`config.mk`:
```
export PLATFORM = sky130hd
export DESIGN_NAME = io_echo_node_flat
export DESIGN_NICKNAME = d
export VERILOG_FILES = /design/src/rtl/io_echo_node_pkg.sv /design/src/rtl/io_echo_node_if.sv /design/src/rtl/io_echo_node_redun.sv /design/src/rtl/io_echo_node.sv /design/src/flat_wrapper.sv
export SDC_FILE = /design/constraint.sdc
export NUM_CORES = 1
export LEC_CHECK = 0
export CAP_MARGIN = 30
export CORE_MARGIN = 4
export CORE_UTILIZATION = 45
export CTS_CLUSTER_DIAMETER = 60
export CTS_CLUSTER_SIZE = 16
export DETAILED_ROUTE_END_ITERATION = 8
export HOLD_SLACK_MARGIN = 0.1
export PLACE_DENSITY = 0.73
export SKIP_CTS_REPAIR_TIMING = 1
export SYNTH_ARGS = -nofsm -noshare
export SYNTH_HDL_FRONTEND = slang
export SYNTH_SLANG_ARGS = --single-unit
```
`constraint.sdc`:
```
create_clock -name src0_clk -period 2.5 [get_ports src0_clk]
set_input_delay 0.5 -clock src0_clk [delete_from_list [all_inputs] [get_ports src0_clk]]
set_output_delay 0.5 -clock src0_clk [all_outputs]
set_load 0.05 [all_outputs]
```
`src/rtl/io_echo_node_pkg.sv`:
```
// Shared channel widths, message bundle and FSM state type for io_echo_node.
package io_echo_node_pkg;

    localparam int NS_ADDRESS_SIZE = 6;
    localparam int NS_DATA_SIZE    = 8;
    localparam int NS_REDUN_SIZE   = 4;
    localparam int NS_ECHO_INC     = 1;

    localparam logic NS_ON  = 1'b1;
    localparam logic NS_OFF = 1'b0;

    localparam int ASZ = NS_ADDRESS_SIZE;
    localparam int DSZ = NS_DATA_SIZE;
    localparam int RSZ = NS_REDUN_SIZE;

    typedef logic [ASZ-1:0] addr_t;
    typedef logic [DSZ-1:0] dat_t;
    typedef logic [RSZ-1:0] red_t;

    typedef struct packed {
        addr_t src;
        addr_t dst;
        dat_t  dat;
        red_t  red;
    } msg_t;

    typedef enum logic [1:0] {
        ST_IDLE  = 2'd0,
        ST_CHECK = 2'd1,
        ST_BUILD = 2'd2,
        ST_SEND  = 2'd3
    } state_e;

endpackage

```
`src/rtl/io_echo_node_if.sv`:
```
// Message channel: four payload fields plus a 4-phase req/ack pair.
interface io_echo_node_if;
    import io_echo_node_pkg::*;

    addr_t src;
    addr_t dst;
    dat_t  dat;
    red_t  red;
    logic  req;
    logic  ack;

    modport master (
        output src, dst, dat, red, req,
        input  ack
    );

    modport slave (
        input  src, dst, dat, red, req,
        output ack
    );

endinterface

```
`src/rtl/io_echo_node_redun.sv`:
```
// Redundancy field: bit i of {src,dst,dat} folds into red[i mod RSZ].
module io_echo_node_redun
    import io_echo_node_pkg::*;
(
    input  addr_t src,
    input  addr_t dst,
    input  dat_t  dat,
    output red_t  red
);

    localparam int W = 2 * ASZ + DSZ;

    logic [W-1:0] vec;

    assign vec = {src, dst, dat};

    always_comb begin
        red = '0;
        for (int i = 0; i < W; i++) begin
            red[i % RSZ] = red[i % RSZ] ^ vec[i];
        end
    end

endmodule

```
`src/rtl/io_echo_node.sv`:
```
// Responder node: verifies incoming messages, echoes those addressed here
// (data incremented) and relays the rest; status on the debug outputs.
module io_echo_node
    import io_echo_node_pkg::*;
#(
    parameter addr_t MY_ADDR = addr_t'(10),
    parameter dat_t  DAT_INC = dat_t'(NS_ECHO_INC)
) (
    input  logic             src0_clk,
    input  logic             reset,
    io_echo_node_if.slave    i0,
    io_echo_node_if.master   o0,
    output logic [3:0]       dbg_leds,
    output logic [3:0]       dbg_disp0,
    output logic [3:0]       dbg_disp1
);

    state_e     state_q, state_d;
    msg_t       in_q, in_d;
    msg_t       out_q, out_d;
    logic       req_q, req_d;
    logic       ack_q, ack_d;
    logic       err_q, err_d;
    logic [3:0] msg_cnt_q, msg_cnt_d;
    logic [3:0] err_cnt_q, err_cnt_d;
    red_t       in_red;
    red_t       out_red;

    io_echo_node_redun u_in_red (
        .src (in_q.src),
        .dst (in_q.dst),
        .dat (in_q.dat),
        .red (in_red)
    );

    io_echo_node_redun u_out_red (
        .src (out_q.src),
        .dst (out_q.dst),
        .dat (out_q.dat),
        .red (out_red)
    );

    always_ff @(posedge src0_clk) begin
        if (reset) begin
            state_q   <= ST_IDLE;
            in_q      <= '0;
            out_q     <= '0;
            req_q     <= NS_OFF;
            ack_q     <= NS_OFF;
            err_q     <= NS_OFF;
            msg_cnt_q <= '0;
            err_cnt_q <= '0;
        end else begin
            state_q   <= state_d;
            in_q      <= in_d;
            out_q     <= out_d;
            req_q     <= req_d;
            ack_q     <= ack_d;
            err_q     <= err_d;
            msg_cnt_q <= msg_cnt_d;
            err_cnt_q <= err_cnt_d;
        end
    end

    always_comb begin
        state_d   = state_q;
        in_d      = in_q;
        out_d     = out_q;
        req_d     = req_q;
        ack_d     = ack_q;
        err_d     = err_q;
        msg_cnt_d = msg_cnt_q;
        err_cnt_d = err_cnt_q;

        // The input-side release runs regardless of where the FSM is.
        if (ack_q && !i0.req) begin
            ack_d = NS_OFF;
        end

        unique case (state_q)
            ST_IDLE: begin
                if (i0.req && !ack_q) begin
                    in_d = '{src: i0.src, dst: i0.dst,
                             dat: i0.dat, red: i0.red};
                    state_d = ST_CHECK;
                end
            end
            ST_CHECK: begin
                ack_d = NS_ON;
                if (in_q.red != in_red) begin
                    err_d = NS_ON;
                    if (err_cnt_q != 4'hF) begin
                        err_cnt_d = err_cnt_q + 4'd1;
                    end
                    state_d = ST_IDLE;
                end else if (in_q.dst == MY_ADDR) begin
                    out_d.src = MY_ADDR;
                    out_d.dst = in_q.src;
                    out_d.dat = in_q.dat + DAT_INC;
                    state_d   = ST_BUILD;
                end else begin
                    out_d.src = in_q.src;
                    out_d.dst = in_q.dst;
                    out_d.dat = in_q.dat;
                    state_d   = ST_BUILD;
                end
            end
            ST_BUILD: begin
                out_d.red = out_red;
                // A previous transfer's ack must be gone before a new req.
                if (!o0.ack) begin
                    req_d   = NS_ON;
                    state_d = ST_SEND;
                end
            end
            ST_SEND: begin
                if (o0.ack) begin
                    req_d     = NS_OFF;
                    msg_cnt_d = msg_cnt_q + 4'd1;
                    state_d   = ST_IDLE;
                end
            end
            default: begin
                state_d = ST_IDLE;
            end
        endcase
    end

    assign i0.ack = ack_q;
    assign o0.src = out_q.src;
    assign o0.dst = out_q.dst;
    assign o0.dat = out_q.dat;
    assign o0.red = out_q.red;
    assign o0.req = req_q;

    assign dbg_leds  = {ack_q, req_q, state_q != ST_IDLE, err_q};
    assign dbg_disp0 = msg_cnt_q;
    assign dbg_disp1 = err_cnt_q;

endmodule
```
`src/flat_wrapper.sv`:
```
// flat-port wrapper written by rule: the top's interface ports become plain ports
module io_echo_node_flat import io_echo_node_pkg::*;
#(
    parameter addr_t MY_ADDR = addr_t'(10),
    parameter dat_t  DAT_INC = dat_t'(NS_ECHO_INC)
)
  (src0_clk, reset, dbg_leds, dbg_disp0, dbg_disp1, i0_src, i0_dst, i0_dat, i0_red, i0_req, i0_ack, o0_src, o0_dst, o0_dat, o0_red, o0_req, o0_ack);
  io_echo_node_if i0_i ();
  io_echo_node_if o0_i ();
  input  logic src0_clk;
  input  logic reset;
  output logic [3:0] dbg_leds;
  output logic [3:0] dbg_disp0;
  output logic [3:0] dbg_disp1;
  input wire logic [$bits(i0_i.src)-1:0] i0_src;
  input wire logic [$bits(i0_i.dst)-1:0] i0_dst;
  input wire logic [$bits(i0_i.dat)-1:0] i0_dat;
  input wire logic [$bits(i0_i.red)-1:0] i0_red;
  input wire logic [$bits(i0_i.req)-1:0] i0_req;
  output wire logic [$bits(i0_i.ack)-1:0] i0_ack;
  output wire logic [$bits(o0_i.src)-1:0] o0_src;
  output wire logic [$bits(o0_i.dst)-1:0] o0_dst;
  output wire logic [$bits(o0_i.dat)-1:0] o0_dat;
  output wire logic [$bits(o0_i.red)-1:0] o0_red;
  output wire logic [$bits(o0_i.req)-1:0] o0_req;
  input wire logic [$bits(o0_i.ack)-1:0] o0_ack;
  assign i0_i.src = i0_src;
  assign i0_i.dst = i0_dst;
  assign i0_i.dat = i0_dat;
  assign i0_i.red = i0_red;
  assign i0_i.req = i0_req;
  assign i0_ack = i0_i.ack;
  assign o0_src = o0_i.src;
  assign o0_dst = o0_i.dst;
  assign o0_dat = o0_i.dat;
  assign o0_red = o0_i.red;
  assign o0_req = o0_i.req;
  assign o0_i.ack = o0_ack;
  io_echo_node #(.MY_ADDR(MY_ADDR), .DAT_INC(DAT_INC)) u_core (.src0_clk(src0_clk), .reset(reset), .i0(i0_i), .o0(o0_i), .dbg_leds(dbg_leds), .dbg_disp0(dbg_disp0), .dbg_disp1(dbg_disp1));
endmodule
```
After elaboration in Yosys (flattened, before gate mapping)

Index checks and enable logic that the tools add are counted.

Register bits: 61
Output and inout port bits: 38

Mux-type cells: 11
Eq/ne operators: 9
$add $sub $neg: 3
Reduce and logical (&&, ||, !) cells: 15
Bitwise logic cells: 33

Operators with widths:

| kind                                                                     | count |
|---|---|
| 1-bit bitwise XOR                                                        | 32 |
| 20-bit 2-to-1 mux                                                        | 1 |
| 3-bit AND reduction                                                      | 3 |
| 4-bit by 1-bit adder with 4-bit output (second input constant)           | 2 |
| 8-bit by 1-bit adder with 8-bit output (second input constant)           | 1 |
| 2-bit 2-to-1 mux                                                         | 4 |
| 2-bit case mux with 4 select lines                                       | 1 |
| 2-bit AND reduction                                                      | 4 |
| 6-bit by 4-bit == test with 1-bit output (second input constant)         | 1 |
| 2-bit nonzero test                                                       | 3 |
| 2-bit == test (second input constant)                                    | 2 |
| 1-bit 2-to-1 mux                                                         | 4 |
| 2-bit inequality test (second input constant)                            | 2 |
| 4-bit inequality test                                                    | 1 |
| 4-bit inequality test (second input constant)                            | 1 |
| 2-bit by 1-bit == test with 1-bit output (second input constant)         | 1 |
| 1-bit logical AND                                                        | 2 |
| 1-bit zero test                                                          | 2 |
| 2-bit zero test                                                          | 1 |
| 2-bit by 1-bit inequality test with 1-bit output (second input constant) | 1 |
| 1-bit case mux with 2 select lines                                       | 1 |
| 1-bit inverter                                                           | 1 |

Longest topological paths before layout

Depth in word-level cells: 7
Depth in mapped cells: 7
Mapped depth without buffers: 5

By module

A second synthesis with hierarchy kept.

Cells, all modules: 329
Area total of the unflattened synthesis: 2925.3 µm²

By module, submodules not included:

| module             | cells each | times used | area an instance (µm²) |
|---|---|---|---|
| io_echo_node       | 305        | 1          | 2605.0 |
| io_echo_node_redun | 12         | 2          | 160.2 |

Least setup slack after synthesis

Ideal clock, no wire load.

Kind: flip-flop to flip-flop
Start point: register u_core.in_q[14] (netlist bit)
End point: register u_core.err_cnt_q[3] (netlist: u_core.dbg_disp1[3])
Setup slack: 0.401 ns
Cell stages (with the launch flop): 7
Data required time: 2.379 ns
Data arrival time: 1.977 ns
Cell sequence: dfxtp_1 > xnor2_1 > xnor3_1 > or4_1 > buf_2 > and3_4 > mux2_4

Cells in the longest elaborated chain, start to end: 5

Ends and longest elaborated chain:

| what                           | RTL line                 | RTL |
|---|---|---|
| from (decl)                    | io_echo_node.sv:19       | `msg_t in_q, in_d;` |
| from (signal assigned)         | io_echo_node.sv:55       | `in_q <= in_d;` |
| 1-bit bitwise XOR (3 in a row) | io_echo_node_redun.sv:20 | `red[i % RSZ] = red[i % RSZ] ^ vec[i];` |
| 4-bit inequality test          | io_echo_node.sv:90       | `if (in_q.red != in_red) begin` |
| 3-bit AND reduction (no line)  | n/a                      |  |
| to (signal assigned)           | io_echo_node.sv:61       | `err_cnt_q <= err_cnt_d;` |
| to (decl)                      | io_echo_node.sv:25       | `logic [3:0] err_cnt_q, err_cnt_d;` |

No other way between the ends.
A chain may end at the register's enable or synchronous reset.

Worst setup path after layout

Start point: register u_core.in_q[14] (netlist bit)
End point: register u_core.out_q (netlist bit u_core.o0.dst[5])

Cells in the longest elaborated chain, start to end: 6
Elaborated cells on any way between the ends: 8
Those cells by class: 2 x eq/ne; 1 x mux; 4 x bitwise; 1 x reduce/logical

Ends and longest elaborated chain:

| what                           | RTL line                 | RTL |
|---|---|---|
| 1-bit bitwise XOR (3 in a row) | io_echo_node_redun.sv:20 |  |
| 4-bit inequality test          | io_echo_node.sv:90       |  |
| 1-bit inverter (no line)       | n/a                      |  |
| 2-bit AND reduction (no line)  | n/a                      |  |
| to (signal assigned)           | io_echo_node.sv:56       | `out_q <= out_d;` |
| to (decl)                      | io_echo_node.sv:20       | `msg_t out_q, out_d;` |

Parallel ways exist; a longest one is shown, timed or not.

==> flow_metrics.py <==
metrics = {
    "layout": {
        "layout_common_cells": "64 x clkdlybuf4s50_1, 61 x dfxtp_1, 56 x nand2_1",
        "final_core_util_pct": 62.4,
        "final_common_cell": "clkdlybuf4s50_1",
        "fin_area_um2": 3780,
        "final_nets": 419,
        "n_antenna_cell": 0,
        "areaGrowthSynthToFinish_pct": 31.5,
        "drive_above_1_share_pct": 8.42,
    },
    "yosys": {
        "synth.avg_cell_area_um2": 8.80,
        "synth_cells": 327,
        "synth_cell_type_count": 37,
        "async_flop_share_pct": 0,
        "synth_area_leaders": "dfxtp_1 42%, a21oi_1 9.6%, nand2_1 7.3%",
        "synth_fp_nets": 358,
        "syn_area_um2": 2880,
        "synth_top_cell_by_area": "dfxtp_1",
        "ys_seq_elements": 61,
        "yosys_warnings": 0,
        "ys_seq_area_share_pct": 42.4,
        "synth_flop_cell": "dfxtp_1",
        "synth-edff-count": 0,
        "synth_top_area_share_pct": 42.4,
    },
    "clocking": {
        "htree_levels": 3,
        "cts_tree": "built",
        "cts.sinks": 61,
        "cts.path.max_buffers": 2,
        "clockRootBuffer": "clkbuf_8",
        "path_clk_slew_ns": 0.06,
        "cts_buffers": 9,
        "clk_latency_ns": 0.33,
    },
    "sta": {
        "slew-limit-headroom_pct": 63.5,
        "hold_ws_ns": 0.469,
        "clock_skew_ns": 0.00633,
        "fin_ws_ns": 0.116,
        "timing.final.hold_violations": 0,
        "period_share_pct": 95.4,
        "fmax_mhz": 419,
        "worstMarginPinSlew_ns": 0.541,
        "setup_viol_count_final": 0,
        "period_needed_ns": 2.38,
        "slew_violations": 0,
    },
    "global_routing": {
        "grt_pass1_wl_mm": 11.1,
        "antenna_found_initial": 0,
        "track_usage_pct": 18.6,
        "gr-total-overflow": 0,
        "grt_max_degree": 43,
        "grt_use_met2_pct": 29.1,
        "grt_pass1_vias": 2296,
        "gr-max-usage-layer": "met2",
        "met1_usage_pct": 25.0,
        "grtUsageMet3_pct": 3.20,
    },
    "setup_path": {
        "max_stage_delay_ns": 0.75,
        "cp_max_fo": 11,
        "required_ns": 2.70,
        "cp_num_buf_inv": 0,
        "cp-start-kind": "flip-flop",
        "critPathSlowestCell": "or4_1",
        "critPathArrivalTime_ns": 2.59,
        "path_cells": "xnor2_1 > xnor3_1 > or4_1 > a2111oi_1 > nor3_1",
        "path_class": "reg2reg",
        "rrSetupSlack_ns": 0.12,
        "worst_setup_path_end_kind": "flip-flop",
        "critical-path-top-delay-family": "simple AND/OR/NAND/NOR gates",
    },
    "power_and_ir_drop": {
        "power.density_nw_per_um2": 725,
        "p_leak_nw": 1.33,
        "peakVddDrop_mv": 0.398,
    },
    "floorplan": {
        "die_h_um": 88.0,
        "fp.dieArea_um2": 7740,
        "io_pins": 66,
        "die_w_um": 88.0,
        "core_area_um2": 6060,
        "rows": 28,
        "start_util_pct": 47.5,
    },
    "route": {
        "wl_per_cell_um": 14.7,
        "drc": 0,
        "antenna_left": 0,
        "avgViaCountPerCell": 5.30,
        "dr.pass1.iters": 4,
        "drt_iter0_drc": 169,
        "wl_mm": 6.87,
        "vias": 2476,
    },
    "placed_design": {
        "dpl_worst_slack_ns": 0.170,
        "gp_congestion": 0.894,
        "port_buffers": 65,
        "place_area_um2": 3610,
        "dp_hpwl_mm": 5.01,
    },
    "hold_path": {
        "hold_class": "reg2reg",
    },
    "outcome": {
        "status": "finished, final reports clean",
    },
    "flow_run": {
        "maxCapViolations": 0,
    },
}
-- routing by layer --
metal	vias up	routed length, µm
li1	1263	-
met1	1127	3250
met2	75	3090
met3	11	407
met4	0	129
met5	-	0
-- power breakdown --
part / switching [mW] / internal, mW / total, mW
clock: 0.367 / 0.456 / 0.823
combinational: 0.463 / 0.341 / 0.804
sequential: 0.0760 / 1.04 / 1.12
-- sequential cells by signal (all words and copies together), names as in the netlist, 4 cells and up, named ones only --
register          cells
u_core.in_q          24
u_core.o0.dat         8
u_core.o0.dst         6
u_core.o0.src         6
u_core.dbg_disp0      4
u_core.dbg_disp1      4
u_core.o0.red         4
-- through the flow --
step,power [mW],cells,setup TNS [ns]
5_1_grt,2.87,467,-0.0346
2_1_floorplan,1.71,327,0
3_5_place_dp,1.94,452,0
4_1_cts,2.76,467,0
6_report,2.75,467,0
3_3_place_gp,1.93,452,0
-- worst register-to-register path: cells and delay by family, from the launching register on --
kind / cells / cell delay (ns)
and+or+nand+nor: 2 / 0.83
xor gates and xnor gates: 2 / 0.58
AOI/OAI and AO/OA: 1 / 0.46
DFF: 1 / 0.38
-- cell usage after synthesis, drive strengths merged, types with 2 or more instances --
cell type,instances
nor3,6
xnor2,22
nor2b,4
nor3b,2
clkbuf,19
ha,3
xnor3,8
nor2,16
and2,2
nand4,8
buf,8
a21oi,55
o2111ai,2
dfxtp,61
nand3,4
a2111oi,4
o21ai,7
mux2,2
nand2,56
nor4,3
nand2b,5
mux2i,3
xor2,7
and3,2
a31oi,2
a311oi,10
-- cell type report --
class | instances | area, µm²
Multi-Input combinational cell | 238 | 1540
Clock inverter | 2 | 35.0
Sequential cell | 61 | 1220
Timing Repair Buffer | 77 | 748
Fill cell | 559 | 2280
Inverter | 1 | 3.75
Clock buffer | 13 | 139
Tap cell | 75 | 93.8
-- cells by family after synthesis --
| group | after synthesis | share of synthesized area, % |
|---|---|---|
| simple gates | 113 | 18.3 |
| compound gates | 80 | 16.1 |
| flops | 61 | 42.4 |
| xor+xnor | 37 | 15.3 |
| buf+inv | 28 | 4.56 |
| mux | 5 | 1.96 |
| fa+ha+maj | 3 | 1.30 |
-- final timing paths --
check             startpoint               end  cells past startpoint
min           u_core.in_q[3]    u_core.in_q[3]                      2
min reg2reg   u_core.in_q[3]    u_core.in_q[3]                      2
max reg2reg  u_core.in_q[14]  u_core.o0.dst[5]                      5
max          u_core.in_q[14]  u_core.o0.dst[5]                      5
Power figures use the tool's default switching activity.
